$ cat src/rtl/aie_noc_pkg.sv
// Shared constants and helpers for the AIE ring NoC: default parameters,
// id width and the {src, dest, data} flit layout.
package aie_noc_pkg;

  localparam int NUM_TILES_DEF    = 4;
  localparam int DATA_WIDTH_DEF   = 8;
  localparam int FIFO_DEPTH_DEF   = 4;
  localparam int STARVE_LIMIT_DEF = 8;

  // Flit layout, LSB first: data, then dest, then src.
  localparam int DATA_LSB = 0;

  function automatic int idw_f(input int num_tiles);
    return (num_tiles <= 2) ? 1 : $clog2(num_tiles);
  endfunction

  function automatic int dest_lsb(input int data_width);
    return DATA_LSB + data_width;
  endfunction

  function automatic int src_lsb(input int data_width, input int idw);
    return DATA_LSB + data_width + idw;
  endfunction

  function automatic int flit_w(input int data_width, input int idw);
    return data_width + 2 * idw;
  endfunction

endpackage

$ cat src/rtl/aie_ring_noc_if.sv
// Local inject/eject ports of every ring station, bundled as one interface.
interface aie_ring_noc_if
  import aie_noc_pkg::*;
#(
  parameter int NUM_TILES  = NUM_TILES_DEF,
  parameter int DATA_WIDTH = DATA_WIDTH_DEF
);
  localparam int IDW = idw_f(NUM_TILES);

  // Per-station valid/ready: a transfer happens on the rising edge where
  // valid && ready; the producer holds valid and payload stable until then.
  logic [NUM_TILES-1:0]            inj_valid;
  logic [NUM_TILES-1:0]            inj_ready;
  logic [NUM_TILES*DATA_WIDTH-1:0] inj_data;
  logic [NUM_TILES*IDW-1:0]        inj_dest;
  logic [NUM_TILES-1:0]            ej_valid;
  logic [NUM_TILES-1:0]            ej_ready;
  logic [NUM_TILES*DATA_WIDTH-1:0] ej_data;
  logic [NUM_TILES*IDW-1:0]        ej_src;

  modport master (
    output inj_valid, inj_data, inj_dest, ej_ready,
    input  inj_ready, ej_valid, ej_data, ej_src
  );

  modport slave (
    input  inj_valid, inj_data, inj_dest, ej_ready,
    output inj_ready, ej_valid, ej_data, ej_src
  );

endinterface

$ cat src/rtl/aie_ring_station.sv
// One ring stop: show-ahead ring FIFO, output link register, eject port and
// inject arbitration with a starvation override.
module aie_ring_station
  import aie_noc_pkg::*;
#(
  parameter int ID           = 0,
  parameter int NUM_TILES    = NUM_TILES_DEF,
  parameter int DATA_WIDTH   = DATA_WIDTH_DEF,
  parameter int FIFO_DEPTH   = FIFO_DEPTH_DEF,
  parameter int STARVE_LIMIT = STARVE_LIMIT_DEF,
  localparam int IDW = idw_f(NUM_TILES),
  localparam int FW  = flit_w(DATA_WIDTH, IDW)
) (
  input  logic                  clk,
  input  logic                  rst_n,
  input  logic                  in_valid,
  input  logic [FW-1:0]         in_flit,
  output logic                  in_ready,
  output logic                  out_valid,
  output logic [FW-1:0]         out_flit,
  input  logic                  out_ready,
  input  logic                  inj_valid,
  output logic                  inj_ready,
  input  logic [DATA_WIDTH-1:0] inj_data,
  input  logic [IDW-1:0]        inj_dest,
  output logic                  ej_valid,
  input  logic                  ej_ready,
  output logic [DATA_WIDTH-1:0] ej_data,
  output logic [IDW-1:0]        ej_src,
  output logic                  bad_accept
);
  localparam int AW       = $clog2(FIFO_DEPTH);
  localparam int CW       = (STARVE_LIMIT < 1) ? 1 : $clog2(STARVE_LIMIT + 1);
  localparam int DEST_LSB = dest_lsb(DATA_WIDTH);
  localparam int SRC_LSB  = src_lsb(DATA_WIDTH, IDW);
  localparam logic [IDW-1:0] MY_ID   = IDW'(ID);
  localparam logic [IDW:0]   NT      = (IDW + 1)'(NUM_TILES);
  localparam logic [AW:0]    DEPTH_C = (AW + 1)'(FIFO_DEPTH);
  localparam logic [CW-1:0]  LIMIT   = CW'(STARVE_LIMIT);

  logic [FW-1:0] mem [FIFO_DEPTH];
  logic [AW-1:0] wr_ptr, rd_ptr;
  logic [AW:0]   count;
  logic [CW-1:0] starve_cnt;
  logic [FW-1:0] head;
  logic fifo_empty, fifo_full, fwd_cand, reg_free, force_inj, dest_bad;
  logic inj_win, fwd_move, push, pop;

  assign head       = mem[rd_ptr];
  assign fifo_empty = (count == '0);
  assign fifo_full  = (count == DEPTH_C);
  assign in_ready   = !fifo_full;
  assign push       = in_valid && !fifo_full;

  assign ej_valid = !fifo_empty && (head[DEST_LSB +: IDW] == MY_ID);
  assign ej_data  = head[DATA_LSB +: DATA_WIDTH];
  assign ej_src   = head[SRC_LSB +: IDW];
  assign fwd_cand = !fifo_empty && (head[DEST_LSB +: IDW] != MY_ID);

  // Transit traffic normally wins the output register; a starved injector
  // takes it once, leaving the transit head in the FIFO for the next cycle.
  assign reg_free   = !out_valid || out_ready;
  assign force_inj  = (starve_cnt == LIMIT);
  assign dest_bad   = ({1'b0, inj_dest} >= NT);
  assign inj_ready  = rst_n && (dest_bad || (reg_free && (!fwd_cand || force_inj)));
  assign inj_win    = inj_valid && inj_ready && !dest_bad;
  assign fwd_move   = fwd_cand && reg_free && !inj_win;
  assign pop        = (ej_valid && ej_ready) || fwd_move;
  assign bad_accept = inj_valid && inj_ready && dest_bad;

  always_ff @(posedge clk) begin
    if (push) mem[wr_ptr] <= in_flit;
  end

  always_ff @(posedge clk or negedge rst_n) begin
    if (!rst_n) begin
      wr_ptr <= '0;
      rd_ptr <= '0;
      count  <= '0;
    end else begin
      if (push) wr_ptr <= wr_ptr + AW'(1);
      if (pop)  rd_ptr <= rd_ptr + AW'(1);
      count <= count + {{AW{1'b0}}, push} - {{AW{1'b0}}, pop};
    end
  end

  always_ff @(posedge clk or negedge rst_n) begin
    if (!rst_n) begin
      out_valid <= 1'b0;
      out_flit  <= '0;
    end else if (inj_win) begin
      out_valid <= 1'b1;
      out_flit  <= {MY_ID, inj_dest, inj_data};
    end else if (fwd_move) begin
      out_valid <= 1'b1;
      out_flit  <= head;
    end else if (out_ready) begin
      out_valid <= 1'b0;
    end
  end

  always_ff @(posedge clk or negedge rst_n) begin
    if (!rst_n) begin
      starve_cnt <= '0;
    end else if (!inj_valid || inj_ready) begin
      starve_cnt <= '0;
    end else if (starve_cnt != LIMIT) begin
      starve_cnt <= starve_cnt + CW'(1);
    end
  end

endmodule

$ cat src/rtl/aie_ring_noc.sv
// Unidirectional ring of NUM_TILES stations; station i forwards to i+1 mod N.
// err_bad_dest latches any accepted inject addressed outside the ring.
module aie_ring_noc
  import aie_noc_pkg::*;
#(
  parameter int NUM_TILES    = NUM_TILES_DEF,
  parameter int DATA_WIDTH   = DATA_WIDTH_DEF,
  parameter int FIFO_DEPTH   = FIFO_DEPTH_DEF,
  parameter int STARVE_LIMIT = STARVE_LIMIT_DEF
) (
  input  logic          clk,
  input  logic          rst_n,
  aie_ring_noc_if.slave bus,
  output logic          err_bad_dest
);
  localparam int IDW = idw_f(NUM_TILES);
  localparam int FW  = flit_w(DATA_WIDTH, IDW);

  logic [NUM_TILES-1:0]            link_valid, link_ready, bad_accept;
  logic [FW-1:0]                   link_flit [NUM_TILES];
  logic [NUM_TILES-1:0]            inj_ready, ej_valid;
  logic [NUM_TILES*DATA_WIDTH-1:0] ej_data;
  logic [NUM_TILES*IDW-1:0]        ej_src;

  for (genvar i = 0; i < NUM_TILES; i++) begin : g_st
    // link i runs from station i's output register into station i+1's FIFO
    localparam int UP = (i + NUM_TILES - 1) % NUM_TILES;
    aie_ring_station #(
      .ID(i), .NUM_TILES(NUM_TILES), .DATA_WIDTH(DATA_WIDTH),
      .FIFO_DEPTH(FIFO_DEPTH), .STARVE_LIMIT(STARVE_LIMIT)
    ) u_st (
      .clk       (clk),
      .rst_n     (rst_n),
      .in_valid  (link_valid[UP]),
      .in_flit   (link_flit[UP]),
      .in_ready  (link_ready[UP]),
      .out_valid (link_valid[i]),
      .out_flit  (link_flit[i]),
      .out_ready (link_ready[i]),
      .inj_valid (bus.inj_valid[i]),
      .inj_ready (inj_ready[i]),
      .inj_data  (bus.inj_data[i*DATA_WIDTH +: DATA_WIDTH]),
      .inj_dest  (bus.inj_dest[i*IDW +: IDW]),
      .ej_valid  (ej_valid[i]),
      .ej_ready  (bus.ej_ready[i]),
      .ej_data   (ej_data[i*DATA_WIDTH +: DATA_WIDTH]),
      .ej_src    (ej_src[i*IDW +: IDW]),
      .bad_accept(bad_accept[i])
    );
  end

  assign bus.inj_ready = inj_ready;
  assign bus.ej_valid  = ej_valid;
  assign bus.ej_data   = ej_data;
  assign bus.ej_src    = ej_src;

  always_ff @(posedge clk or negedge rst_n) begin
    if (!rst_n)           err_bad_dest <= 1'b0;
    else if (|bad_accept) err_bad_dest <= 1'b1;
  end

endmodule

$ cat src/flat_wrapper.sv
// flat-port wrapper written by rule: the top's interface ports become plain ports
module aie_ring_noc_flat import aie_noc_pkg::*;
#(
  parameter int NUM_TILES    = NUM_TILES_DEF,
  parameter int DATA_WIDTH   = DATA_WIDTH_DEF,
  parameter int FIFO_DEPTH   = FIFO_DEPTH_DEF,
  parameter int STARVE_LIMIT = STARVE_LIMIT_DEF
)
  (clk, rst_n, err_bad_dest, bus_inj_valid, bus_inj_data, bus_inj_dest, bus_ej_ready, bus_inj_ready, bus_ej_valid, bus_ej_data, bus_ej_src);
  aie_ring_noc_if #(.NUM_TILES(NUM_TILES), .DATA_WIDTH(DATA_WIDTH)) bus_i ();
  input  logic clk;
  input  logic rst_n;
  output logic err_bad_dest;
  input wire logic [$bits(bus_i.inj_valid)-1:0] bus_inj_valid;
  input wire logic [$bits(bus_i.inj_data)-1:0] bus_inj_data;
  input wire logic [$bits(bus_i.inj_dest)-1:0] bus_inj_dest;
  input wire logic [$bits(bus_i.ej_ready)-1:0] bus_ej_ready;
  output wire logic [$bits(bus_i.inj_ready)-1:0] bus_inj_ready;
  output wire logic [$bits(bus_i.ej_valid)-1:0] bus_ej_valid;
  output wire logic [$bits(bus_i.ej_data)-1:0] bus_ej_data;
  output wire logic [$bits(bus_i.ej_src)-1:0] bus_ej_src;
  assign bus_i.inj_valid = bus_inj_valid;
  assign bus_i.inj_data = bus_inj_data;
  assign bus_i.inj_dest = bus_inj_dest;
  assign bus_i.ej_ready = bus_ej_ready;
  assign bus_inj_ready = bus_i.inj_ready;
  assign bus_ej_valid = bus_i.ej_valid;
  assign bus_ej_data = bus_i.ej_data;
  assign bus_ej_src = bus_i.ej_src;
  aie_ring_noc #(.NUM_TILES(NUM_TILES), .DATA_WIDTH(DATA_WIDTH), .FIFO_DEPTH(FIFO_DEPTH), .STARVE_LIMIT(STARVE_LIMIT)) u_core (.clk(clk), .rst_n(rst_n), .bus(bus_i), .err_bad_dest(err_bad_dest));
endmodule
$ cat config.mk
export PLATFORM = sky130hd
export DESIGN_NAME = aie_ring_noc_flat
export DESIGN_NICKNAME = d
export VERILOG_FILES = /design/src/rtl/aie_noc_pkg.sv /design/src/rtl/aie_ring_noc_if.sv /design/src/rtl/aie_ring_station.sv /design/src/rtl/aie_ring_noc.sv /design/src/flat_wrapper.sv
export SDC_FILE = /design/constraint.sdc
export NUM_CORES = 1
export LEC_CHECK = 0
export CORE_ASPECT_RATIO = 1.25
export CORE_MARGIN = 2
export CORE_UTILIZATION = 45
export DETAILED_ROUTE_END_ITERATION = 10
export SETUP_SLACK_MARGIN = 0.5
export SYNTH_ARGS = -nofsm -noshare
export SYNTH_HDL_FRONTEND = slang
export SYNTH_SLANG_ARGS = --single-unit
$ cat constraint.sdc
create_clock -name clk -period 3.6 [get_ports clk]
set_input_delay 0.72 -clock clk [delete_from_list [all_inputs] [get_ports clk]]
set_output_delay 0.72 -clock clk [all_outputs]
set_load 0.01 [all_outputs]
==> results.py <==
metrics = {
    "critical_path": {
        "critical-path-slowest-cell": "sky130_fd_sc_hd__mux4_2",
        "series_of_cell_instances_along_the_critical_path": "mux4_2 -> buf_4 -> o211a_1 -> nor2_2 -> dlygate4sd2_1",
        "worstPathBufferInverterCount": 2,
        "crit_path_start_kind": "flip-flop",
        "critPathKind": "flip-flop to output port",
        "critical-path-max-stage-delay_ps": 520,
        "worst_path_dominant_cell_family": "multiplexers",
        "timing.critical_path.arrival_ps": 2330,
        "r2r_setup_slack_ps": 680,
        "setup.worst_path.end_class": "output port",
        "cp_data_required_time_ps": 2880,
        "crit_fanout": 3,
    },
    "run_status": {
        "status": "completed",
    },
    "clocking": {
        "postCtsHoldBufs": 0,
        "numClockSinks": 288,
        "ctsHtreeMaxLevel": 1,
        "tritoncts": "done",
        "clkSlewWorstSetupHoldPaths_ps": 60,
        "clk_latency_ps": 540,
        "cts_made_buffers": 30,
        "clock-root-buffer": "sky130_fd_sc_hd__clkbuf_16",
        "cts_buffer_depth": 3,
    },
    "placement": {
        "numPortBuffers": 97,
        "detailed_place_hpwl_um": 19100,
        "globalplace.congestion": 0.833,
    },
    "timing": {
        "report.final.hold_viol_count": 0,
        "final_period_minus_worst_setup_slack_ps": 3050,
        "maxSlewHeadroom_pct": 48.1,
        "final_min_period_over_clock_period_pct": 84.6,
        "final-setup-viol-count": 0,
        "number_of_max_slew_violations_in_the_final_report": 0,
        "fin_tns_setup_ps": 0,
        "fmax_mhz": 328,
        "rsz0062_at_grt": "true",
        "fin_clk_skew_ps": 11.3,
        "worst_pin_slew_ps": 768,
    },
    "routing": {
        "route.detailed.vias_per_inst": 5.51,
        "wl_met2_um": 14100,
        "first_iter_violations": 428,
        "total_vias_in_the_final_route": 6946,
        "dr.pass1.iters": 5,
        "drt_wl_cell_um": 21.6,
        "detailed_route_drc_error_count": 0,
        "totalWireLength_um": 27200,
        "detail_route.wirelength.met1_um": 11300,
        "routed.top_layer": "met4",
        "drt.antenna.violating_nets": 0,
        "route.met3.wl_um": 1250,
    },
    "floorplan": {
        "initial_utilization_pct": 45.8,
        "top_level_ports": 99,
        "floorplan.rows": 67,
        "die_w_um": 152,
        "fp.dieH_um": 189,
        "core_area_mm2": 0.0268,
        "dieArea_mm2": 0.0287,
    },
    "synth": {
        "synthesis.area_per_instance_um2": 16.1,
        "post_synth_top_cells": "sky130_fd_sc_hd__edfxtp_1, sky130_fd_sc_hd__dfrtp_1, sky130_fd_sc_hd__mux4_2",
        "post_synth_instance_area_mm2": 0.0123,
        "yosysWarnings": 0,
        "synth_largest_area_cell": "sky130_fd_sc_hd__edfxtp_1",
        "synth.most_common_cell": "sky130_fd_sc_hd__edfxtp_1",
        "ys_dominant_reg_cell": "sky130_fd_sc_hd__edfxtp_1",
        "mappedNetlistNets": 851,
        "synth_enable_flop_cells": 192,
        "synthArstFlopShare_pct": 33.3,
        "synth-seq-area-share_pct": 66.4,
        "synth_cell_type_count": 46,
        "synth_seq_cells": 288,
        "synth.top_cells.by_area": "sky130_fd_sc_hd__edfxtp_1, sky130_fd_sc_hd__dfrtp_1, sky130_fd_sc_hd__mux4_2, sky130_fd_sc_hd__ha_1, sky130_fd_sc_hd__mux2_2",
        "synth.top_cell.area_share_pct": 46.9,
        "post_synth_inst_count": 765,
    },
    "run": {
        "max-cap-violations": 0,
    },
    "global_route": {
        "first_global_vias": 7330,
        "grtUsageTotal_pct": 19.0,
        "antenna_found_initial": 0,
        "global_route.overflow_total": 0,
        "grt_first_pass_wirelength_um": 42500,
        "maximum_number_of_pins_on_one_net_before_global_route_repair": 38,
    },
    "final_layout": {
        "flow.area_growth_from_synthesis_pct": 20.8,
        "n_fill_cell": 2141,
        "num-nets-final": 977,
        "post_route_cells_drive_above_1_share_pct": 21.3,
        "num_antenna_cells": 0,
    },
    "power": {
        "power.density_cell_area_mw_per_mm2": 1110,
        "totalPowerFinal_mw": 16.5,
        "vdd_drop_max_uv": 461,
        "static-leakage-power_nw": 5.56,
    },
    "min_path": {
        "timing.hold.worst.class": "input port to asynchronous set/reset pin",
    },
}
flip-flops by register name, indices dropped and copies added, names as in the netlist:
| name | flops |
|---|---|
| u_core.g_st.u_st.mem | 192 |
| u_core.g_st.u_st.wr_ptr | 8 |
| u_core.g_st.u_st.rd_ptr | 8 |
| u_core.g_st.u_st.out_flit | 48 |
| u_core.g_st.u_st.out_valid | 4 |
| u_core.g_st.u_st.starve_cnt | 16 |
| u_core.g_st.u_st.count | 12 |
path summary, 6_finish.rpt:
check	startpoint	cells after the start	end
setup / recovery	u_core.g_st[0].u_st.rd_ptr[0]	5	bus_inj_ready[0]
hold / removal	rst_n	1	u_core.g_st[1].u_st.out_flit[5]
max in group asynchronous	rst_n	2	u_core.g_st[3].u_st.rd_ptr[1]
hold reg to reg	u_core.g_st[3].u_st.out_flit[0]	0	u_core.g_st[0].u_st.mem[1][0]
min in group clk	u_core.g_st[3].u_st.out_flit[0]	0	u_core.g_st[0].u_st.mem[1][0]
setup reg to reg	u_core.g_st[0].u_st.rd_ptr[0]	11	u_core.g_st[0].u_st.count[2]
worst reg2reg max path: stages, from the launching register on:
cell	delay, ps
sky130_fd_sc_hd__dfrtp_2	400
sky130_fd_sc_hd__mux4_2	520
sky130_fd_sc_hd__buf_4	170
sky130_fd_sc_hd__or3b_4	420
sky130_fd_sc_hd__a21oi_4	170
sky130_fd_sc_hd__ha_1	250
sky130_fd_sc_hd__inv_1	60
sky130_fd_sc_hd__ha_1	130
sky130_fd_sc_hd__inv_1	50
sky130_fd_sc_hd__fa_2	350
sky130_fd_sc_hd__xnor2_2	150
sky130_fd_sc_hd__xnor2_1	140
stage by stage:
stage                     instance area, µm²  instances  hold slack [ps]  utilization (%)  setup WS, ps
after floorplan                        12300        765              424                -           718
after global placement                 13600       1180              495             50.7           492
after detailed placement               13600       1180              517             50.7           435
after CTS                              14700       1244              188             54.7           272
after global routing                   14800       1260              184             55.4           480
final                                  14800       1260              173             55.4           553
layer usage:
metal | track usage, % | up-vias
li1 | - | 3155
met4 | 4.78 | 0
met3 | 3.01 | 38
met5 | 0 | -
met1 | 24.7 | 3578
met2 | 33.7 | 175
layout make-up:
| type | count | area, µm² | area share [%] |
|---|---|---|---|
| clock inverter | 14 | 126 | 0.851 |
| sequential | 288 | 8180 | 55.1 |
| clock buffer | 42 | 837 | 5.64 |
| inverter | 33 | 124 | 0.834 |
| multi-input combinational | 400 | 3850 | 25.9 |
| tap | 345 | 432 | 2.91 |
| timing repair buffer | 138 | 1310 | 8.81 |
power by group:
group / total (mW) / switching [mW] / internal (mW)
Combinational: 7.20 / 3.66 / 3.54
Clock: 3.00 / 1.24 / 1.76
Sequential: 6.34 / 0.877 / 5.47
logic make-up after synthesis:
kind of cell    count (synthesis)  share of synthesized area (%)
compound gates                104                           5.36
xor+xnor                       29                           2.07
fa+ha+maj                      36                           3.91
buf+inv                        77                           2.83
flops                         288                           66.4
mux                            96                           13.4
other cells                     1                         0.0305
simple gates                  134                           5.91
placed cells by master (no fill, tap or decap), types with 3 or more instances in the layout:
| cell | n |
|---|---|
| sky130_fd_sc_hd__a31oi_1 | 20 |
| sky130_fd_sc_hd__a21oi_4 | 3 |
| sky130_fd_sc_hd__buf_4 | 36 |
| sky130_fd_sc_hd__dfrtp_1 | 92 |
| sky130_fd_sc_hd__mux2_2 | 33 |
| sky130_fd_sc_hd__o21ai_0 | 32 |
| sky130_fd_sc_hd__or3_1 | 3 |
| sky130_fd_sc_hd__inv_1 | 33 |
| sky130_fd_sc_hd__nand2_1 | 26 |
| sky130_fd_sc_hd__mux2i_1 | 6 |
| sky130_fd_sc_hd__a21oi_1 | 8 |
| sky130_fd_sc_hd__mux2_4 | 9 |
| sky130_fd_sc_hd__clkbuf_1 | 9 |
| sky130_fd_sc_hd__o211ai_1 | 3 |
| sky130_fd_sc_hd__fa_1 | 3 |
| sky130_fd_sc_hd__xor2_1 | 14 |
| sky130_fd_sc_hd__xnor2_1 | 14 |
| sky130_fd_sc_hd__nand3b_1 | 4 |
| sky130_fd_sc_hd__dlymetal6s2s_1 | 3 |
| sky130_fd_sc_hd__edfxtp_1 | 192 |
| sky130_fd_sc_hd__nand4bb_1 | 3 |
| sky130_fd_sc_hd__nor3b_1 | 10 |
| sky130_fd_sc_hd__and2_1 | 19 |
| sky130_fd_sc_hd__clkinv_1 | 3 |
| sky130_fd_sc_hd__a211oi_1 | 25 |
| sky130_fd_sc_hd__nand3_1 | 32 |
| sky130_fd_sc_hd__clkdlybuf4s50_1 | 88 |
| sky130_fd_sc_hd__clkinv_2 | 6 |
| sky130_fd_sc_hd__buf_6 | 3 |
| sky130_fd_sc_hd__nor3_1 | 6 |
| sky130_fd_sc_hd__dfrtp_2 | 3 |
| sky130_fd_sc_hd__ha_1 | 32 |
| sky130_fd_sc_hd__a21boi_1 | 4 |
| sky130_fd_sc_hd__nor2_1 | 19 |
| sky130_fd_sc_hd__dlygate4sd2_1 | 3 |
| sky130_fd_sc_hd__mux4_2 | 48 |
| sky130_fd_sc_hd__clkbuf_16 | 31 |
what timing repair did:
action                     CTS  global route
cloned                       1             0
setup endpoints to repair   28            16
setup buffers                7            16
pin swaps                    1             2
resized for setup           26            15
No activity file was read; power rests on OpenSTA's default activity.
